===== src/rtl/alu_mc.sv =====
// alu_mc: multi-cycle ALU for the EX stage with valid/ready handshakes on
// both sides and a registered result. Base ops complete in one cycle. The
// MUL/MULH/MULHSU/MULHU ops and the optional divide ops share one iterative
// shift/add-subtract engine built around a 2*WIDTH accumulator.
// Optional feature: define ALU_MC_DIV_EN to build the divider
// (DIV/DIVU/REM/REMU). Without it, op codes 0x14-0x17 return 0 in one cycle.
module alu_mc #(
  parameter int WIDTH   = 32,
  parameter int SHAMT_W = $clog2(WIDTH)
) (
  input  logic             i_clk,
  input  logic             i_reset,
  input  logic             i_valid,
  output logic             o_ready,
  input  logic [4:0]       i_alu_op,
  input  logic [WIDTH-1:0] i_operand_a,
  input  logic [WIDTH-1:0] i_operand_b,
  output logic             o_valid,
  input  logic             i_ready,
  output logic [WIDTH-1:0] o_alu_data
);

  localparam int CNT_W = $clog2(WIDTH);

  localparam logic [4:0] OP_ADD  = 5'h00;
  localparam logic [4:0] OP_SUB  = 5'h01;
  localparam logic [4:0] OP_SLT  = 5'h02;
  localparam logic [4:0] OP_SLTU = 5'h03;
  localparam logic [4:0] OP_XOR  = 5'h04;
  localparam logic [4:0] OP_OR   = 5'h05;
  localparam logic [4:0] OP_AND  = 5'h06;
  localparam logic [4:0] OP_SLL  = 5'h07;
  localparam logic [4:0] OP_SRL  = 5'h08;
  localparam logic [4:0] OP_SRA  = 5'h09;
  localparam logic [4:0] OP_LUI  = 5'h0A;

`ifdef ALU_MC_DIV_EN
  typedef enum logic [1:0] {S_IDLE, S_MUL, S_DIV, S_DONE} state_t;
`else
  typedef enum logic [1:0] {S_IDLE, S_MUL, S_DONE} state_t;
`endif

  state_t               state;
  logic [CNT_W-1:0]     count;
  logic [2*WIDTH-1:0]   acc;      // {high/remainder, low/quotient}
  logic [WIDTH-1:0]     mag_q;    // multiplicand, or divisor magnitude
  logic [1:0]           sub_op;   // low two op bits of the running M op
  logic                 neg_q;    // negate product / quotient at the end

  logic                 accept;
  logic                 is_mul;
  logic [SHAMT_W-1:0]   shamt;
  logic [WIDTH-1:0]     base_result;
  logic                 a_sign, b_sign;
  logic [WIDTH-1:0]     a_mag, b_mag;
  logic                 mul_sa, mul_sb, mul_neg;
  logic [WIDTH-1:0]     mul_mag, mul_lo;
  logic [WIDTH:0]       mul_sum;
  logic [2*WIDTH-1:0]   mul_next;
  logic [WIDTH-1:0]     done_result;

  // The unit takes a new op only from IDLE and only when any pending result
  // leaves on this same edge, so a result is never overwritten.
  assign o_ready = (state == S_IDLE) && (!o_valid || i_ready);
  assign accept  = i_valid && o_ready;
  assign is_mul  = (i_alu_op[4:3] == 2'b10) && !i_alu_op[2];
  assign shamt   = i_operand_b[SHAMT_W-1:0];

  // Single-cycle result for base ops; any unlisted code yields zero.
  always_comb begin
    // NOTE: defaulting every always_comb output first means no path leaves it unassigned, so no latch is inferred.
    base_result = '0;
    case (i_alu_op)
      OP_ADD:  base_result = i_operand_a + i_operand_b;
      OP_SUB:  base_result = i_operand_a - i_operand_b;
      OP_SLT:  base_result = {{(WIDTH-1){1'b0}}, $signed(i_operand_a) < $signed(i_operand_b)};
      OP_SLTU: base_result = {{(WIDTH-1){1'b0}}, i_operand_a < i_operand_b};
      OP_XOR:  base_result = i_operand_a ^ i_operand_b;
      OP_OR:   base_result = i_operand_a | i_operand_b;
      OP_AND:  base_result = i_operand_a & i_operand_b;
      OP_SLL:  base_result = i_operand_a << shamt;
      OP_SRL:  base_result = i_operand_a >> shamt;
      OP_SRA:  base_result = $signed(i_operand_a) >>> shamt;
      OP_LUI:  base_result = i_operand_b;
      default: base_result = '0;
    endcase
  end

  // Operand magnitudes; the most-negative value maps to 2^(WIDTH-1) as unsigned.
  assign a_sign = i_operand_a[WIDTH-1];
  assign b_sign = i_operand_b[WIDTH-1];
  assign a_mag  = a_sign ? -i_operand_a : i_operand_a;
  assign b_mag  = b_sign ? -i_operand_b : i_operand_b;

  // Multiply setup: MULH signs both operands, MULHSU only a. MUL takes the
  // low half, which is the same for signed and unsigned, so it runs unsigned.
  assign mul_sa  = (i_alu_op[1:0] == 2'b01) || (i_alu_op[1:0] == 2'b10);
  assign mul_sb  = (i_alu_op[1:0] == 2'b01);
  assign mul_mag = mul_sa ? a_mag : i_operand_a;
  assign mul_lo  = mul_sb ? b_mag : i_operand_b;
  assign mul_neg = (mul_sa && a_sign) ^ (mul_sb && b_sign);

  // One radix-2 shift-add step: add the multiplicand when the LSB is set,
  // then shift the whole accumulator right, carry included.
  assign mul_sum  = {1'b0, acc[2*WIDTH-1:WIDTH]} + (acc[0] ? {1'b0, mag_q} : '0);
  assign mul_next = {mul_sum, acc[WIDTH-1:1]};

`ifdef ALU_MC_DIV_EN
  logic                 neg_r;    // negate remainder at the end
  logic                 is_div_q; // running op is a divide
  logic                 is_div;
  logic                 div_sgn;
  logic                 div_fast;
  logic                 b_zero, div_ovf;
  logic [WIDTH-1:0]     fast_result;
  logic [WIDTH:0]       div_trial, div_diff;
  logic [2*WIDTH-1:0]   div_next;
  logic [WIDTH-1:0]     div_quo, div_rem;

  assign is_div   = (i_alu_op[4:3] == 2'b10) && i_alu_op[2];
  assign div_sgn  = !i_alu_op[0];
  assign b_zero   = (i_operand_b == '0);
  assign div_ovf  = div_sgn && (i_operand_a == {1'b1, {(WIDTH-1){1'b0}}}) && (i_operand_b == '1);
  assign div_fast = b_zero || div_ovf;

  // Divide-by-zero and signed overflow bypass the engine entirely.
  always_comb begin
    fast_result = '0;
    if (b_zero) fast_result = i_alu_op[1] ? i_operand_a : '1;
    else        fast_result = i_alu_op[1] ? '0 : i_operand_a;
  end

  // One restoring step: shift in the next dividend bit and keep the trial
  // difference when it does not borrow. The trial needs WIDTH+1 bits because
  // 2*remainder+1 can exceed WIDTH bits for large unsigned divisors.
  assign div_trial = acc[2*WIDTH-1:WIDTH-1];
  assign div_diff  = div_trial - {1'b0, mag_q};
  assign div_next  = div_diff[WIDTH] ? {acc[2*WIDTH-2:0], 1'b0}
                                     : {div_diff[WIDTH-1:0], acc[WIDTH-2:0], 1'b1};
  assign div_quo   = neg_q ? -div_next[WIDTH-1:0] : div_next[WIDTH-1:0];
  assign div_rem   = neg_r ? -div_next[2*WIDTH-1:WIDTH] : div_next[2*WIDTH-1:WIDTH];

  // Result selection when leaving the engine.
  always_comb begin
    done_result = '0;
    if (is_div_q) done_result = sub_op[1] ? acc[2*WIDTH-1:WIDTH] : acc[WIDTH-1:0];
    else          done_result = (sub_op == 2'b00) ? acc[WIDTH-1:0] : acc[2*WIDTH-1:WIDTH];
  end
`else
  // Result selection when leaving the engine.
  always_comb begin
    done_result = '0;
    done_result = (sub_op == 2'b00) ? acc[WIDTH-1:0] : acc[2*WIDTH-1:WIDTH];
  end
`endif

  // Control FSM, iterative engine and registered result.
  always_ff @(posedge i_clk or posedge i_reset) begin
    if (i_reset) begin
      state      <= S_IDLE;
      o_valid    <= 1'b0;
      o_alu_data <= '0;
      count      <= '0;
      acc        <= '0;
      mag_q      <= '0;
      sub_op     <= '0;
      neg_q      <= 1'b0;
`ifdef ALU_MC_DIV_EN
      neg_r      <= 1'b0;
      is_div_q   <= 1'b0;
`endif
    end else begin
      // NOTE: non-blocking assignments let a later load in this block override the consume-clear below without ordering hazards.
      if (o_valid && i_ready) o_valid <= 1'b0;
      case (state)
        S_IDLE: begin
          if (accept) begin
            if (is_mul) begin
              state    <= S_MUL;
              count    <= CNT_W'(WIDTH-1);
              acc      <= {{WIDTH{1'b0}}, mul_lo};
              mag_q    <= mul_mag;
              sub_op   <= i_alu_op[1:0];
              neg_q    <= mul_neg;
`ifdef ALU_MC_DIV_EN
              is_div_q <= 1'b0;
            end else if (is_div && div_fast) begin
              o_valid    <= 1'b1;
              o_alu_data <= fast_result;
            end else if (is_div) begin
              state    <= S_DIV;
              count    <= CNT_W'(WIDTH-1);
              acc      <= {{WIDTH{1'b0}}, div_sgn ? a_mag : i_operand_a};
              mag_q    <= div_sgn ? b_mag : i_operand_b;
              sub_op   <= i_alu_op[1:0];
              neg_q    <= div_sgn && (a_sign ^ b_sign);
              neg_r    <= div_sgn && a_sign;
              is_div_q <= 1'b1;
`endif
            end else begin
              o_valid    <= 1'b1;
              o_alu_data <= base_result;
            end
          end
        end
        S_MUL: begin
          if (count == '0) begin
            acc   <= neg_q ? -mul_next : mul_next;
            state <= S_DONE;
          end else begin
            acc   <= mul_next;
            count <= count - 1'b1;
          end
        end
`ifdef ALU_MC_DIV_EN
        S_DIV: begin
          if (count == '0) begin
            acc   <= {div_rem, div_quo};
            state <= S_DONE;
          end else begin
            acc   <= div_next;
            count <= count - 1'b1;
          end
        end
`endif
        S_DONE: begin
          o_valid    <= 1'b1;
          o_alu_data <= done_result;
          state      <= S_IDLE;
        end
        default: state <= S_IDLE;
      endcase
    end
  end

endmodule


===== config.mk =====
export PLATFORM = sky130hd
export DESIGN_NAME = alu_mc
export DESIGN_NICKNAME = d
export VERILOG_FILES = /design/src/rtl/alu_mc.sv
export SDC_FILE = /design/constraint.sdc
export NUM_CORES = 1
export LEC_CHECK = 0
export ABC_AREA = 1
export CAP_MARGIN = 20
export CORE_MARGIN = 2
export CORE_UTILIZATION = 40
export DETAILED_ROUTE_END_ITERATION = 7
export GPL_ROUTABILITY_DRIVEN = 0
export PLACE_DENSITY_LB_ADDON = 0.05
export SETUP_SLACK_MARGIN = 0.1
export SLEW_MARGIN = 40
export SYNTH_ARGS = -nofsm -noshare
export SYNTH_HDL_FRONTEND = slang
export SYNTH_SLANG_ARGS = --single-unit
export TNS_END_PERCENT = 100

===== constraint.sdc =====
create_clock -name i_clk -period 7.2 [get_ports i_clk]
set_input_delay 1.44 -clock i_clk [delete_from_list [all_inputs] [get_ports i_clk]]
set_output_delay 1.44 -clock i_clk [all_outputs]
set_load 0.01 [all_outputs]

==> flow_summary.ini, run 1 <==
[die]
start_util_pct = 40.5
die_h_microns = 235
die_w_microns = 235
num_rows = 84
die_area_sq_um = 55100
coreArea_sq_um = 52700
io_pins = 107

[setup_path]
critical_path_required_ps = 7550
rrSetupSlack_ps = 3730
slowest_stage = clkdlybuf4s50_1
cp-start-kind = input pin
rr_startpoint = acc[0]$_DFFE_PP0P_
arrival_ps = 5120
max_stage_delay_ps = 800
cp_max_fo = 7
reg2reg_depth = 21
path_cells = clkdlybuf4s50_1 -> inv_1 -> ha_1 -> o21ai_0 -> o21ai_1 -> a21o_1 -> or2_2 -> nand3_1 -> nand2_1 -> nor2_1 -> nand3_1 -> nand2_1 -> a21oi_1
cp_top_family = compound AO/OA/AOI/OAI gates
reg2reg_to = acc[63]$_DFFE_PP0P_
startpoint = i_operand_a[3]
path_buf_inv = 2
crit_type = input pin to register
critPathCaptureType = register

[routing]
post_drt_wl_per_cell_microns = 23.6
firstDrtPassIters = 6
drc = 0
ant_nets = 0
vias_per_cell = 5.78
drt-total-wl_mm = 107
vias = 26246
drtIter0Drc = 3167

[final_layout]
diodes = 0
seq_area_sq_um = 3480
multi_input_area_sq_um = 15400
drive_above_1_share_pct = 5.22
fillers = 5945
synthToLayoutAreaGrowth_pct = 11.0
finalNetCount = 4050

[global_route]
grt_use_total_pct = 37.7
antenna_found_initial = 1
grt_overflow_total = 0
grt_pass1_vias = 24465
grt_pass1_wl_mm = 157
grt_max_degree = 73

[sta]
finalCritPeriodShare_pct = 66.3
rsz0062_at_grt = false
period_needed_ps = 4770
slew_viol_final = 0
tns_ps = 0
report.final.hold_viol_count = 0
setup_violations = 0
tightest_slew_ps = 923
fmax_ghz = 0.209
max_slew_margin_pct = 38.2
skew_ps = 14.2

[clock_tree]
cts_tree = built
clock_latency_ps = 460
cts.repair.resized = 0
cts_max_level = 4
cts_buffer_depth = 2
post_cts_buffers = 0
root_buffer = clkbuf_16
ctsHoldBuffers = 0
path_clk_slew_ps = 70
numCtsBuffers = 17
cts.sink_count = 139

[placement]
hpwl_mm = 86.3
io_buffer_count = 106

[logic_synthesis]
synth.avg_cell_area_sq_um = 5.59
synth_top_flop_cell = dfrtp_1
ys_warn_count = 0
yosys.area.top_type = nand2_1
yosysMostFrequentCell = nand2_1
synth_top_cells_by_area = nand2_1, dfrtp_1, o21ai_0
synthTopCellsByCount = nand2_1, inv_1, nor2_1
ys_seq_area_share_pct = 16.3
synth-edff-count = 0
yosys.area.top_type_share_pct = 20.6
synth.net_count = 4028
synth-seq-cells = 139
synthArstFlopShare_pct = 100
synth_cells = 3814
syn_area_sq_um = 21300
synth_cell_type_count = 56

[worst_hold_path]
whs_path_depth = 2
worstHoldStart = mag_q[21]$_DFFE_PP0P_
holdPathEnd = mag_q[21]$_DFFE_PP0P_
hold_class = register to register

[power_and_ir_drop]
vdd_drop_max_uv = 182
total_power_mw = 7.11
power_leakage_nw = 11.9
p_per_area_nw_per_um2 = 301

[status]
status = completed

[flow_run]
drv_cap = 0
-- worst reg2reg max path, cell delays in order (launching register included) --
cell	delay [ps]
dfrtp_1	390
buf_4	260
nand2_1	120
inv_1	100
ha_1	450
nand2_1	140
nor2_1	220
nand2_1	150
nor2_1	100
nand2_1	140
nand3_1	150
nand2_1	60
nand2_1	210
nand2_1	100
nor2_1	110
nand2_1	50
nor2_1	230
nand2_1	140
nand2_1	80
nand2_1	60
nand3_1	60
nand2_1	50
-- layout by cell type (no fill, tap or decap), types with 17 or more instances in the layout --
master           instances
nand4_1                 38
nor2_4                  17
a31oi_1                 34
nor2_1                 369
nand2_2                 36
o211ai_1                20
nand2_1               1171
o22ai_1                 27
o21a_1                  21
xor2_1                  57
dfrtp_1                139
ha_1                   138
clkbuf_16               17
a21oi_1                259
inv_2                   20
inv_1                  461
clkdlybuf4s50_1        103
o21ai_0                367
nor3_1                  47
buf_4                   39
nand3_1                258
o21ai_1                 20
-- cells by family after synthesis --
logic type	Yosys count	share of synthesized area, %
buf+inv	636	11.5
mux	12	0.570
xor+xnor	58	2.38
flops	139	16.3
simple gates	2014	39.9
fa+ha+maj	141	8.39
compound gates	814	20.9
-- report_power, final --
group	total [mW]	switching (mW)	internal (mW)
registers	1.59	0.416	1.17
clock network	1.00	0.437	0.566
logic	4.51	3.08	1.43
-- layer usage --
layer | global-route usage (%) | part of all wire, %
met5 | 0 | 0.017
met2 | 59.1 | 44
met3 | 4.93 | 8.3
met1 | 48.0 | 40
met4 | 25.8 | 7.8
-- worst max path at each step --
stage / to / cells after the start / slack, ps
3_5_place_dp: o_alu_data[10]$_DFFE_PP0P_ / 13 / 2110
2_1_floorplan: acc[0]$_DFFE_PP0P_ / 1 / 2040
5_1_grt: o_alu_data[15]$_DFFE_PP0P_ / 15 / 2310
3_3_place_gp: o_alu_data[10]$_DFFE_PP0P_ / 13 / 2070
4_1_cts: o_alu_data[10]$_DFFE_PP0P_ / 13 / 2580
6_report: o_alu_data[10]$_DFFE_PP0P_ / 13 / 2430
-- final cells by class --
type                            instances  area share, %
Clock inverter                         15          0.910
Clock buffer                           17           1.80
Timing Repair Buffer                  148           5.84
Tap cell                              688           3.64
Multi-Input combinational cell       3039           65.3
Inverter                              491           7.82
Sequential cell                       139           14.7
-- registers in the layout, indices dropped and copies added, names as in the netlist --
| signal | cells |
|---|---|
| acc | 64 |
| neg_q | 1 |
| state | 2 |
| mag_q | 32 |
| sub_op | 2 |
| count | 5 |
| o_alu_data | 32 |
| o_valid | 1 |
-- through the flow --
step	hold WS [ps]	utilization [%]	cells	cell area, sq um	setup slack (ps)
floorplan	449	-	3814	21300	2040
detailed placement	475	43.7	4505	23000	2110
global placement	469	43.6	4503	23000	2070
CTS	490	44.9	4537	23600	2580
global route	509	44.9	4537	23600	2310
finish	487	44.9	4537	23600	2430
Power figures use the tool's default switching activity.
==> run 2: changes to the inputs <==
==> constraint.sdc (replaced) <==
create_clock -name i_clk -period 4.1 [get_ports i_clk]
set_input_delay 0.82 -clock i_clk [delete_from_list [all_inputs] [get_ports i_clk]]
set_output_delay 0.82 -clock i_clk [all_outputs]
set_load 0.01 [all_outputs]
==> run 2 against run 1 <==
Compared with the run above:
- the flow now finishes with violations (design-rule violations)
- clock power grew 54%
- core utilization grew 2.0 points
- design area grew 4.5%
- register-to-register slack lost 3100 ps
- clock-buffer cell count grew 1
- worst hold slack lost 1.7 ps
- flip-flop and latch count is the same
- combinational power grew 80%
- sequential power grew 74%
- first-iteration DRC count shrank 1.2%
- critical path depth grew 1
- highest routed layer unchanged
==> flow_summary.ini, run 2 (synthesis gave the netlist of run 1 again) <==
[routing]
post_drt_wl_per_cell_microns = 23.1
vias = 26599
vias_per_cell = 5.69
ant_nets = 0
drtIter0Drc = 3130
firstDrtPassIters = 8
drt-total-wl_mm = 108
drc = 9

[final_layout]
largest_reg_flops = 64
reg.largest.list = acc x64, mag_q x32, o_alu_data x32
synthToLayoutAreaGrowth_pct = 15.9
largest_register = acc
drive_above_1_share_pct = 8.52
final_common_cell = nand2_1
diodes = 0
final_cells = 4678
final_util_pct = 46.9
finalNetCount = 4191
layout_common_cells = nand2_1, inv_1, nor2_1

[global_route]
grt_overflow_total = 0
grt_use_total_pct = 38.3
grt_pass1_wl_mm = 160
grt_pass1_vias = 25041
grt_max_degree = 102
antenna_found_initial = 1

[setup_path]
slowest_stage = clkdlybuf4s50_1
arrival_ps = 4030
cp-start-kind = input pin
cp_max_fo = 7
critPathCaptureType = register
max_stage_delay_ps = 550
path_cells = clkdlybuf4s50_1 -> inv_1 -> ha_1 -> inv_1 -> nand2_1 -> nor2_1 -> inv_1 -> nor4_1 -> a21oi_1 -> nand3_1 -> nand4_1 -> nand3_1 -> nand2_1 -> a21oi_1
crit_type = input pin to register
timing.critical_path.mode_cell = inv_1
critical_path_required_ps = 4460

[clock_tree]
post_cts_buffers = 0
path_clk_slew_ps = 60
cts_tree = built
numCtsBuffers = 17
ctsHoldBuffers = 0
cts.sink_count = 139
cts.repair.resized = 0
cts_max_level = 4
clock_latency_ps = 440
cts_buffer_depth = 2
root_buffer = clkbuf_16

[sta]
period_needed_ps = 3670
finalCritPeriodShare_pct = 89.5
tns_ps = 0
max_slew_margin_pct = 41.4
slew_viol_final = 0
tightest_slew_ps = 871
skew_ps = 10.1
whs_ps = 485
setup_violations = 0
rsz0062_at_grt = false
fmax_ghz = 0.273
report.final.hold_viol_count = 0

[worst_hold_path]
hold_class = register to register

[die]
num_rows = 84
io_pins = 107
coreArea_sq_um = 52700
die_h_microns = 235
die_area_sq_um = 55100
start_util_pct = 40.5
die_w_microns = 235

[power_and_ir_drop]
p_per_area_nw_per_um2 = 503
power_leakage_nw = 12.5
vdd_drop_max_uv = 330
total_power_mw = 12.4

[placement]
io_buffer_count = 106
placedCellCount = 4646
hpwl_mm = 89.2

[status]
violations = design-rule violations
status = finished, violations left

[flow_run]
drv_cap = 0
[run 2: changes by cell type in the layout (fill, tap and decap cells not counted), moves of 2 or more]
| cell | before | now |
|---|---|---|
| inv_8 | 5 | 1 |
| buf_4 | 39 | 176 |
| bufinv_16 | 3 | 1 |
| buf_12 | 0 | 5 |
| clkinvlp_4 | 0 | 5 |
[run 2: final timing paths]
| check | from | to | slack [ps] | cells past startpoint |
|---|---|---|---|---|
| max in group asynchronous | i_reset | count[0]$_DFFE_PP0P_ | 2530 | 3 |
| setup / recovery | i_operand_a[24] | o_alu_data[0]$_DFFE_PP0P_ | 430 | 14 |
| min in group asynchronous | i_reset | acc[42]$_DFFE_PP0P_ | 670 | 2 |
| hold reg to reg | mag_q[18]$_DFFE_PP0P_ | mag_q[18]$_DFFE_PP0P_ | 490 | 2 |
| setup reg to reg | acc[0]$_DFFE_PP0P_ | acc[61]$_DFFE_PP0P_ | 590 | 17 |
| hold / removal | mag_q[18]$_DFFE_PP0P_ | mag_q[18]$_DFFE_PP0P_ | 490 | 2 |
[run 2: per-layer routing]
metal / global-route usage [%] / share of wire, %
met1: 48.5 / 40
met2: 59.8 / 43
met3: 6.30 / 8.7
met4: 26.2 / 8.2
met5: 0 / 0.012
[run 2: final cells by class]
class                           count  area [sq um]
Tap cell                          688           861
Clock inverter                     14           138
Timing Repair Buffer              289          2510
Fill cell                        5822         28000
Sequential cell                   139          3480
Multi-Input combinational cell   3039         15400
Inverter                          491          1850
Clock buffer                       18           439
[run 2: stage by stage]
stage,area (sq um),setup slack [ps]
after floorplan,21300,766
final,24700,432
after detailed placement,24100,116
after global routing,24700,300
after global placement,24100,87.3
after CTS,24700,577
[run 2: where the power goes]
group / internal, mW / switching (mW) / leakage [nW] / total (mW)
Sequential: 2.06 / 0.711 / 1.68 / 2.77
Combinational: 2.68 / 5.44 / 10.6 / 8.12
Clock: 0.863 / 0.673 / 0.272 / 1.54
[run 2: worst max-delay path: cells and delay by family]
family	cells	cell delay, ps
adders and majority gates	1	430
AOI/OAI and AO/OA	2	400
and+or+nand+nor	7	1270
buffers and inverters	4	1090
